==> config.mk <==
export PLATFORM = sky130hd
export DESIGN_NAME = coincidence_counter
export DESIGN_NICKNAME = d
export VERILOG_FILES = /design/src/rtl/mppc_pkg.sv /design/src/rtl/mppc_hit_window.sv /design/src/rtl/coincidence_counter.sv
export SDC_FILE = /design/constraint.sdc
export NUM_CORES = 1
export LEC_CHECK = 0
export CAP_MARGIN = 20
export CORE_MARGIN = 3
export CORE_UTILIZATION = 30
export DETAILED_ROUTE_END_ITERATION = 8
export GPL_TIMING_DRIVEN = 0
export PLACE_DENSITY_LB_ADDON = 0.2
export SETUP_SLACK_MARGIN = 0.05
export SYNTH_ARGS = -nofsm -noshare
export SYNTH_HDL_FRONTEND = slang
export SYNTH_SLANG_ARGS = --single-unit
==> constraint.sdc <==
create_clock -name CLK -period 28.8 [get_ports CLK]
set_input_delay 5.76 -clock CLK [delete_from_list [all_inputs] [get_ports CLK]]
set_output_delay 5.76 -clock CLK [all_outputs]
set_load 0.005 [all_outputs]
==> src/rtl/mppc_pkg.sv <==
// Shared definitions for the MPPC coincidence counter.
//   FRAME_HDR : first byte of every count frame
//   state_e   : frame transmitter state
//   frame_len : total frame length in bytes (header + every count, MSB byte first)
package mppc_pkg;

  localparam logic [7:0] FRAME_HDR = 8'hA5;

  typedef enum logic [1:0] {
    IDLE   = 2'd0,
    HEADER = 2'd1,
    DATA   = 2'd2
  } state_e;

  function automatic int frame_len(input int n_ch, input int cnt_w);
    return 1 + ((n_ch + 1) * cnt_w) / 8;
  endfunction

endpackage

==> src/rtl/mppc_hit_window.sv <==
// One MPPC channel front end: 2-flop synchroniser, rising-edge detector and
// coincidence window counter.
// Ports:
//   CLK, RST : system clock, asynchronous active-high reset
//   ch_in    : raw discriminator input, asynchronous to CLK
//   hit      : one-cycle pulse, 3 cycles after a rising edge on ch_in
//   active   : hit, or the window started by the last hit has not yet expired
module mppc_hit_window #(
  parameter int WINDOW = 4
) (
  input  logic CLK,
  input  logic RST,
  input  logic ch_in,
  output logic hit,
  output logic active
);

  localparam int WIN_W = $clog2(WINDOW + 1);

  logic             sync1_q, sync1_d;
  logic             sync2_q, sync2_d;
  logic             prev_q, prev_d;
  logic             hit_q, hit_d;
  logic [WIN_W-1:0] win_q, win_d;

  always_comb begin
    sync1_d = ch_in;
    sync2_d = sync1_q;
    prev_d  = sync2_q;
    // Registered edge so the hit is aligned 3 cycles after the raw edge.
    hit_d   = sync2_q & ~prev_q;
    // A new hit always reloads the window, even while it is still running.
    if (hit_q) begin
      win_d = WIN_W'(WINDOW);
    end else if (win_q != '0) begin
      win_d = win_q - WIN_W'(1);
    end else begin
      win_d = '0;
    end
  end

  always_ff @(posedge CLK or posedge RST) begin
    if (RST) begin
      sync1_q <= 1'b0;
      sync2_q <= 1'b0;
      prev_q  <= 1'b0;
      hit_q   <= 1'b0;
      win_q   <= '0;
    end else begin
      sync1_q <= sync1_d;
      sync2_q <= sync2_d;
      prev_q  <= prev_d;
      hit_q   <= hit_d;
      win_q   <= win_d;
    end
  end

  assign hit    = hit_q;
  assign active = hit_q | (win_q != '0);

endmodule

==> src/rtl/coincidence_counter.sv <==
// N-channel MPPC singles and coincidence counter with per-gate frame output.
// Counts singles per channel plus one N-fold coincidence over a fixed gate,
// snapshots all counts at each gate end and streams them as a byte frame:
// A5, ch0 .. ch(N_CH-1), coincidence, each count MSB byte first.
// Ports:
//   CLK, RST    : system clock, asynchronous active-high reset
//   enable      : high = counting; low holds live counters and gate timer at 0
//   ch_in       : raw discriminator inputs (asynchronous)
//   coinc_mask  : channels required for the coincidence (0 = never)
//   coinc_pulse : one-cycle pulse per new coincidence
//   tx_data     : frame byte
//   tx_valid    : tx_data valid
//   tx_ready    : consumer ready
//   overrun     : sticky, a gate ended while a frame was still being sent
//   dbg_state   : current transmitter state (state_e encoding)
module coincidence_counter
  import mppc_pkg::*;
#(
  parameter int N_CH        = 8,
  parameter int CNT_W       = 16,
  parameter int WINDOW      = 4,
  parameter int GATE_CYCLES = 9600000
) (
  input  logic            CLK,
  input  logic            RST,
  input  logic            enable,
  input  logic [N_CH-1:0] ch_in,
  input  logic [N_CH-1:0] coinc_mask,
  output logic            coinc_pulse,
  output logic [7:0]      tx_data,
  output logic            tx_valid,
  input  logic            tx_ready,
  output logic            overrun,
  output logic [1:0]      dbg_state
);

  localparam int N_CNT      = N_CH + 1;
  localparam int FRAME_LEN  = frame_len(N_CH, CNT_W);
  localparam int DATA_BYTES = FRAME_LEN - 1;
  localparam int DATA_BITS  = N_CNT * CNT_W;
  localparam int IDX_W      = $clog2(DATA_BYTES);
  localparam int GATE_W     = $clog2(GATE_CYCLES + 1);

  // ---------------- channel front ends ----------------
  logic [N_CH-1:0] hit;
  logic [N_CH-1:0] active;

  for (genvar g = 0; g < N_CH; g++) begin : g_ch
    mppc_hit_window #(.WINDOW(WINDOW)) u_hw (
      .CLK    (CLK),
      .RST    (RST),
      .ch_in  (ch_in[g]),
      .hit    (hit[g]),
      .active (active[g])
    );
  end

  // ---------------- coincidence ----------------
  logic cond;
  logic cond_q, cond_d;
  logic pulse_q, pulse_d;

  always_comb begin
    cond    = (coinc_mask != '0) && (&(active | ~coinc_mask));
    cond_d  = cond;
    // Rising edge of cond: one count per overlap, however long it lasts.
    pulse_d = cond & ~cond_q;
  end

  // ---------------- gate timer and live counters ----------------
  logic [GATE_W-1:0] gate_q, gate_d;
  logic              terminal;
  logic [N_CNT-1:0]  inc;
  logic [CNT_W-1:0]  cnt_q [N_CNT];
  logic [CNT_W-1:0]  cnt_d [N_CNT];

  always_comb begin
    inc      = {pulse_d, hit};
    terminal = enable && (gate_q == GATE_W'(GATE_CYCLES - 1));
    if (!enable || terminal) begin
      gate_d = '0;
    end else begin
      gate_d = gate_q + GATE_W'(1);
    end
    for (int i = 0; i < N_CNT; i++) begin
      if (!enable) begin
        cnt_d[i] = '0;
      end else if (terminal) begin
        // The old value goes to the snapshot; this cycle's event opens the next gate.
        cnt_d[i] = {{(CNT_W-1){1'b0}}, inc[i]};
      end else if (cnt_q[i] == '1) begin
        cnt_d[i] = cnt_q[i];
      end else begin
        cnt_d[i] = cnt_q[i] + {{(CNT_W-1){1'b0}}, inc[i]};
      end
    end
  end

  // Live counts packed in frame order, ch0 at the top so bytes shift out MSB first.
  logic [DATA_BITS-1:0] snap_pack;

  always_comb begin
    snap_pack = '0;
    for (int i = 0; i < N_CNT; i++) begin
      snap_pack[(N_CNT-1-i)*CNT_W +: CNT_W] = cnt_q[i];
    end
  end

  // ---------------- frame transmitter ----------------
  // Handshake: a byte transfers on a rising CLK edge with tx_valid && tx_ready.
  // tx_valid and tx_data are registered; while tx_valid && !tx_ready both stay
  // unchanged. After each accept tx_valid drops for one cycle and the next byte
  // is presented on the following cycle (at most 1 byte per 2 cycles).
  state_e               state_q, state_d;
  logic [IDX_W-1:0]     idx_q, idx_d;
  logic [DATA_BITS-1:0] snap_q, snap_d;
  logic                 valid_q, valid_d;
  logic [7:0]           data_q, data_d;
  logic                 overrun_q, overrun_d;

  always_comb begin
    state_d   = state_q;
    idx_d     = idx_q;
    snap_d    = snap_q;
    valid_d   = valid_q;
    data_d    = data_q;
    // A gate end mid-frame drops the new snapshot; the current frame goes out unaltered.
    overrun_d = overrun_q | (terminal && (state_q != IDLE));
    case (state_q)
      IDLE: begin
        if (terminal) begin
          snap_d  = snap_pack;
          state_d = HEADER;
          valid_d = 1'b1;
          data_d  = FRAME_HDR;
        end
      end
      HEADER: begin
        if (valid_q && tx_ready) begin
          valid_d = 1'b0;
          idx_d   = '0;
          state_d = DATA;
        end
      end
      DATA: begin
        if (valid_q) begin
          if (tx_ready) begin
            valid_d = 1'b0;
            snap_d  = snap_q << 8;
            if (idx_q == IDX_W'(DATA_BYTES - 1)) begin
              state_d = IDLE;
            end else begin
              idx_d = idx_q + IDX_W'(1);
            end
          end
        end else begin
          valid_d = 1'b1;
          data_d  = snap_q[DATA_BITS-1 -: 8];
        end
      end
      default: begin
        state_d = IDLE;
        valid_d = 1'b0;
      end
    endcase
  end

  always_ff @(posedge CLK or posedge RST) begin
    if (RST) begin
      cond_q    <= 1'b0;
      pulse_q   <= 1'b0;
      gate_q    <= '0;
      for (int i = 0; i < N_CNT; i++) cnt_q[i] <= '0;
      state_q   <= IDLE;
      idx_q     <= '0;
      snap_q    <= '0;
      valid_q   <= 1'b0;
      data_q    <= 8'h00;
      overrun_q <= 1'b0;
    end else begin
      cond_q    <= cond_d;
      pulse_q   <= pulse_d;
      gate_q    <= gate_d;
      for (int i = 0; i < N_CNT; i++) cnt_q[i] <= cnt_d[i];
      state_q   <= state_d;
      idx_q     <= idx_d;
      snap_q    <= snap_d;
      valid_q   <= valid_d;
      data_q    <= data_d;
      overrun_q <= overrun_d;
    end
  end

  assign coinc_pulse = pulse_q;
  assign tx_data     = data_q;
  assign tx_valid    = valid_q;
  assign overrun     = overrun_q;
  assign dbg_state   = state_q;

endmodule

==> results.sh <==
export IMPL_synth_top_area_share_pct=54.2
export IMPL_cp_required_ps=29290
export IMPL_synthArstFlopShare_pct=100
export IMPL_maxCapViolCount=0
export IMPL_ir_drop_mv=0.0405
export IMPL_cts_root_buf="clkbuf_16"
export IMPL_seq_power_share_pct=47.4
export IMPL_grt_max_degree=125
export IMPL_cts_resized=0
export IMPL_fin_cells=2685
export IMPL_fmax_mhz=129
export IMPL_wl_per_cell_um=16.6
export IMPL_core_area_um2=58200
export IMPL_crit_type="in2reg"
export IMPL_maxSlewViolCount=0
export IMPL_dp_hpwl_um=30600
export IMPL_pwr_share_comb_pct=13.1
export IMPL_finalHoldViolCount=0
export IMPL_yosysTopAreaCell="dfrtp_1"
export IMPL_grt_use_met1_pct=20.0
export IMPL_crit_start="tx_ready"
export IMPL_clkSinkCount=387
export IMPL_top_usage_layer="met2"
export IMPL_ioPinCount=33
export IMPL_ys_ff_latch=387
export IMPL_firstDrtPassIters=5
export IMPL_layout_commonest_cell="nor2_1"
export IMPL_drt_iter0_drc=847
export IMPL_rsz0062_at_grt="no"
export IMPL_die_h_um=250
export IMPL_fillCellCount=5787
export IMPL_grt_pass1_vias=13000
export IMPL_cts_buffers=46
export IMPL_cts_hold_buf=0
export IMPL_gp_congestion=0.801
export IMPL_synth_edff_count=0
export IMPL_n_antenna_cell=0
export IMPL_synth_cells=1800
export IMPL_grt_usage_pct=14.2
export IMPL_critPathMaxFanout=10
export IMPL_nets=1927
export IMPL_vias=13300
export IMPL_initial_core_util_pct=30.7
export IMPL_hold_path_startpoint="g_ch[3].u_hw.sync1_q"
export IMPL_min_path_type="reg2reg"
export IMPL_ant_nets=0
export IMPL_grt_first_pass_wirelength_um=72300
export IMPL_swShare_pct=27.4
export IMPL_finalSetupTns_ps=0
export IMPL_cp_end_kind="register"
export IMPL_p_int_w=0.00109
export IMPL_yosysUniqueCellTypes=53
export IMPL_rows=88
export IMPL_use_met3_pct=2.22
export IMPL_area_growth_pct=16.6
export IMPL_p_sw_w=0.000411
export IMPL_final_setup_viol_count=0
export IMPL_fp_dieW_um=250
export IMPL_fin_crit_sh_pct=27.0
export IMPL_period_minus_slack_ps=7770
export IMPL_clk_latency_ps=570
export IMPL_slew_headroom_pct=21.8
export IMPL_start_kind="primary input"
export IMPL_layout_drive_gt1_share_pct=11.6
export IMPL_placed_cells=2602
export IMPL_rr_worst_depth=7
export IMPL_ys_flop_type="dfrtp_1"
export IMPL_power_leakage_nw=8.28
export IMPL_cts_tree="built"
export IMPL_layout_common_cells="nor2_1 (472), dfrtp_1 (387), o22ai_2 (100)"
export IMPL_critical_path_arrival_ps=8270
export IMPL_syn_area_per_cell_um2=9.92
export IMPL_synth_yosys_warnings=0
export IMPL_drc=0
export IMPL_holdPathStages=0
export IMPL_use_met2_pct=22.6
export IMPL_clockBufferDepth=3
export IMPL_ys_seq_area_share_pct=54.2
export IMPL_r2r_start="gate_q[21]"
export IMPL_worstMarginPinSlew_ps=1170
export IMPL_synth_area_leaders="dfrtp_1 (54%), nor2_1 (9.9%), o22ai_2 (7.0%)"
export IMPL_wl_um=44600
export IMPL_cts_max_level=2
export IMPL_antenna_found_initial=0
export IMPL_clock_power_share_pct=39.5
export IMPL_grt_overflow=0
export IMPL_power_density_nw_per_um2=71.9
export IMPL_fin_worst_skew_ps=12.4
export IMPL_post_cts_buffers=0
export IMPL_status="finished clean"
export IMPL_clkTransAtPathRegs_ps=60
export IMPL_die_area_um2=62500
export IMPL_syn_area_um2=17900
export IMPL_viasPerCell=4.94
export IMPL_syn_num_nets=1841
export IMPL_io_buffers=32
[metal layers]
metal / up-vias / share of wire (%)
met3: 67 / 3.6
met5: - / 0
met4: 0 / 2.2
li1: 6485 / -
met1: 6522 / 49
met2: 191 / 46
[cells in the mapped netlist, types with 6 or more instances]
library cell	instances
nor2_1	473
dfrtp_1	387
o22ai_2	100
nand2_1	88
nor3_1	73
xnor2_1	73
nand3_1	67
a21oi_1	50
o21ai_0	43
nand4_1	39
clkbuf_1	37
o22ai_1	37
inv_1	28
xor2_1	28
and3_1	24
nor4_1	24
or3_1	24
buf_2	21
ha_1	21
and4_1	16
a31oi_1	13
buf_6	13
nand2b_1	13
or4_1	11
buf_1	10
nor2b_1	10
o211ai_1	8
o21ai_1	7
a211oi_1	6
and2_1	6
or2_2	6
[critical path, stage by stage]
cell and delay [ps]:
clkdlybuf4s50_1 440, and2_1 190, nand2_1 470, clkbuf_1 480
buf_1 600, o22ai_2 180, nor2_1 140
[state kept, by name (all words and copies together) (netlist names)]
name	cells
tx_valid	1
gate_q	24
g_ch.u_hw.prev_q	8
snap_q	144
idx_q	5
overrun	1
coinc_pulse	1
g_ch.u_hw.win_q	24
g_ch.u_hw.hit	8
g_ch.u_hw.sync1_q	8
dbg_state	2
cond_q	1
tx_data	8
cnt_q	144
g_ch.u_hw.prev_d	8
[final cells by class]
type / count / area (um^2) / share of cell area (%)
repair buffers: 38 / 440 / 2.12
multi-input cells: 1304 / 7650 / 36.7
plain buffers: 81 / 428 / 2.06
clock inverters: 14 / 183 / 0.877
flip-flops and latches: 387 / 9680 / 46.5
well taps: 765 / 957 / 4.60
inverters: 28 / 113 / 0.541
clock buffers: 68 / 1370 / 6.56
[cell families after synthesis]
kind of cell	Yosys count	share of synthesized area, %
AOI/OAI and AO/OA	290	13.4
DFF	387	54.2
muxes	3	0.168
buffers and inverters	109	2.98
xor gates and xnor gates	101	4.95
adders and majority gates	21	1.47
and+or+nand+nor	889	22.8
[final timing paths]
| check | endpoint | slack (ps) |
|---|---|---|
| worst max-delay path | snap_q[38] | 21030 |
| worst min-delay path | g_ch[3].u_hw.prev_d | 350 |
| worst max register to register | gate_q[11] | 25400 |
| worst min register to register | g_ch[3].u_hw.prev_d | 350 |
| max in group asynchronous | snap_q[108] | 21640 |
| min in group asynchronous | gate_q[6] | 5680 |
[power by group through the flow]
stage               clock (W)  sequential, W  combinational [W]
global placement            0       0.000717           0.000193
CTS                  0.000612       0.000710           0.000201
floorplan                   0       0.000698           0.000142
detailed placement          0       0.000719           0.000200
finish               0.000592       0.000709           0.000196
global route         0.000634       0.000721           0.000226
[metrics by stage]
stage / area [um^2] / setup WS, ps / hold WS (ps) / util [%] / total power (W)
after floorplan: 17900 / 12280 / 331 / - / 0.000840
after global placement: 19100 / 6880 / 332 / 32.9 / 0.000910
after detailed placement: 19300 / 20190 / 335 / 33.1 / 0.000919
after CTS: 20800 / 20770 / 347 / 35.7 / 0.00152
after global routing: 20800 / 20810 / 353 / 35.7 / 0.00158
final: 20800 / 21030 / 346 / 35.7 / 0.00150
No activity file was read; power rests on OpenSTA's default activity.
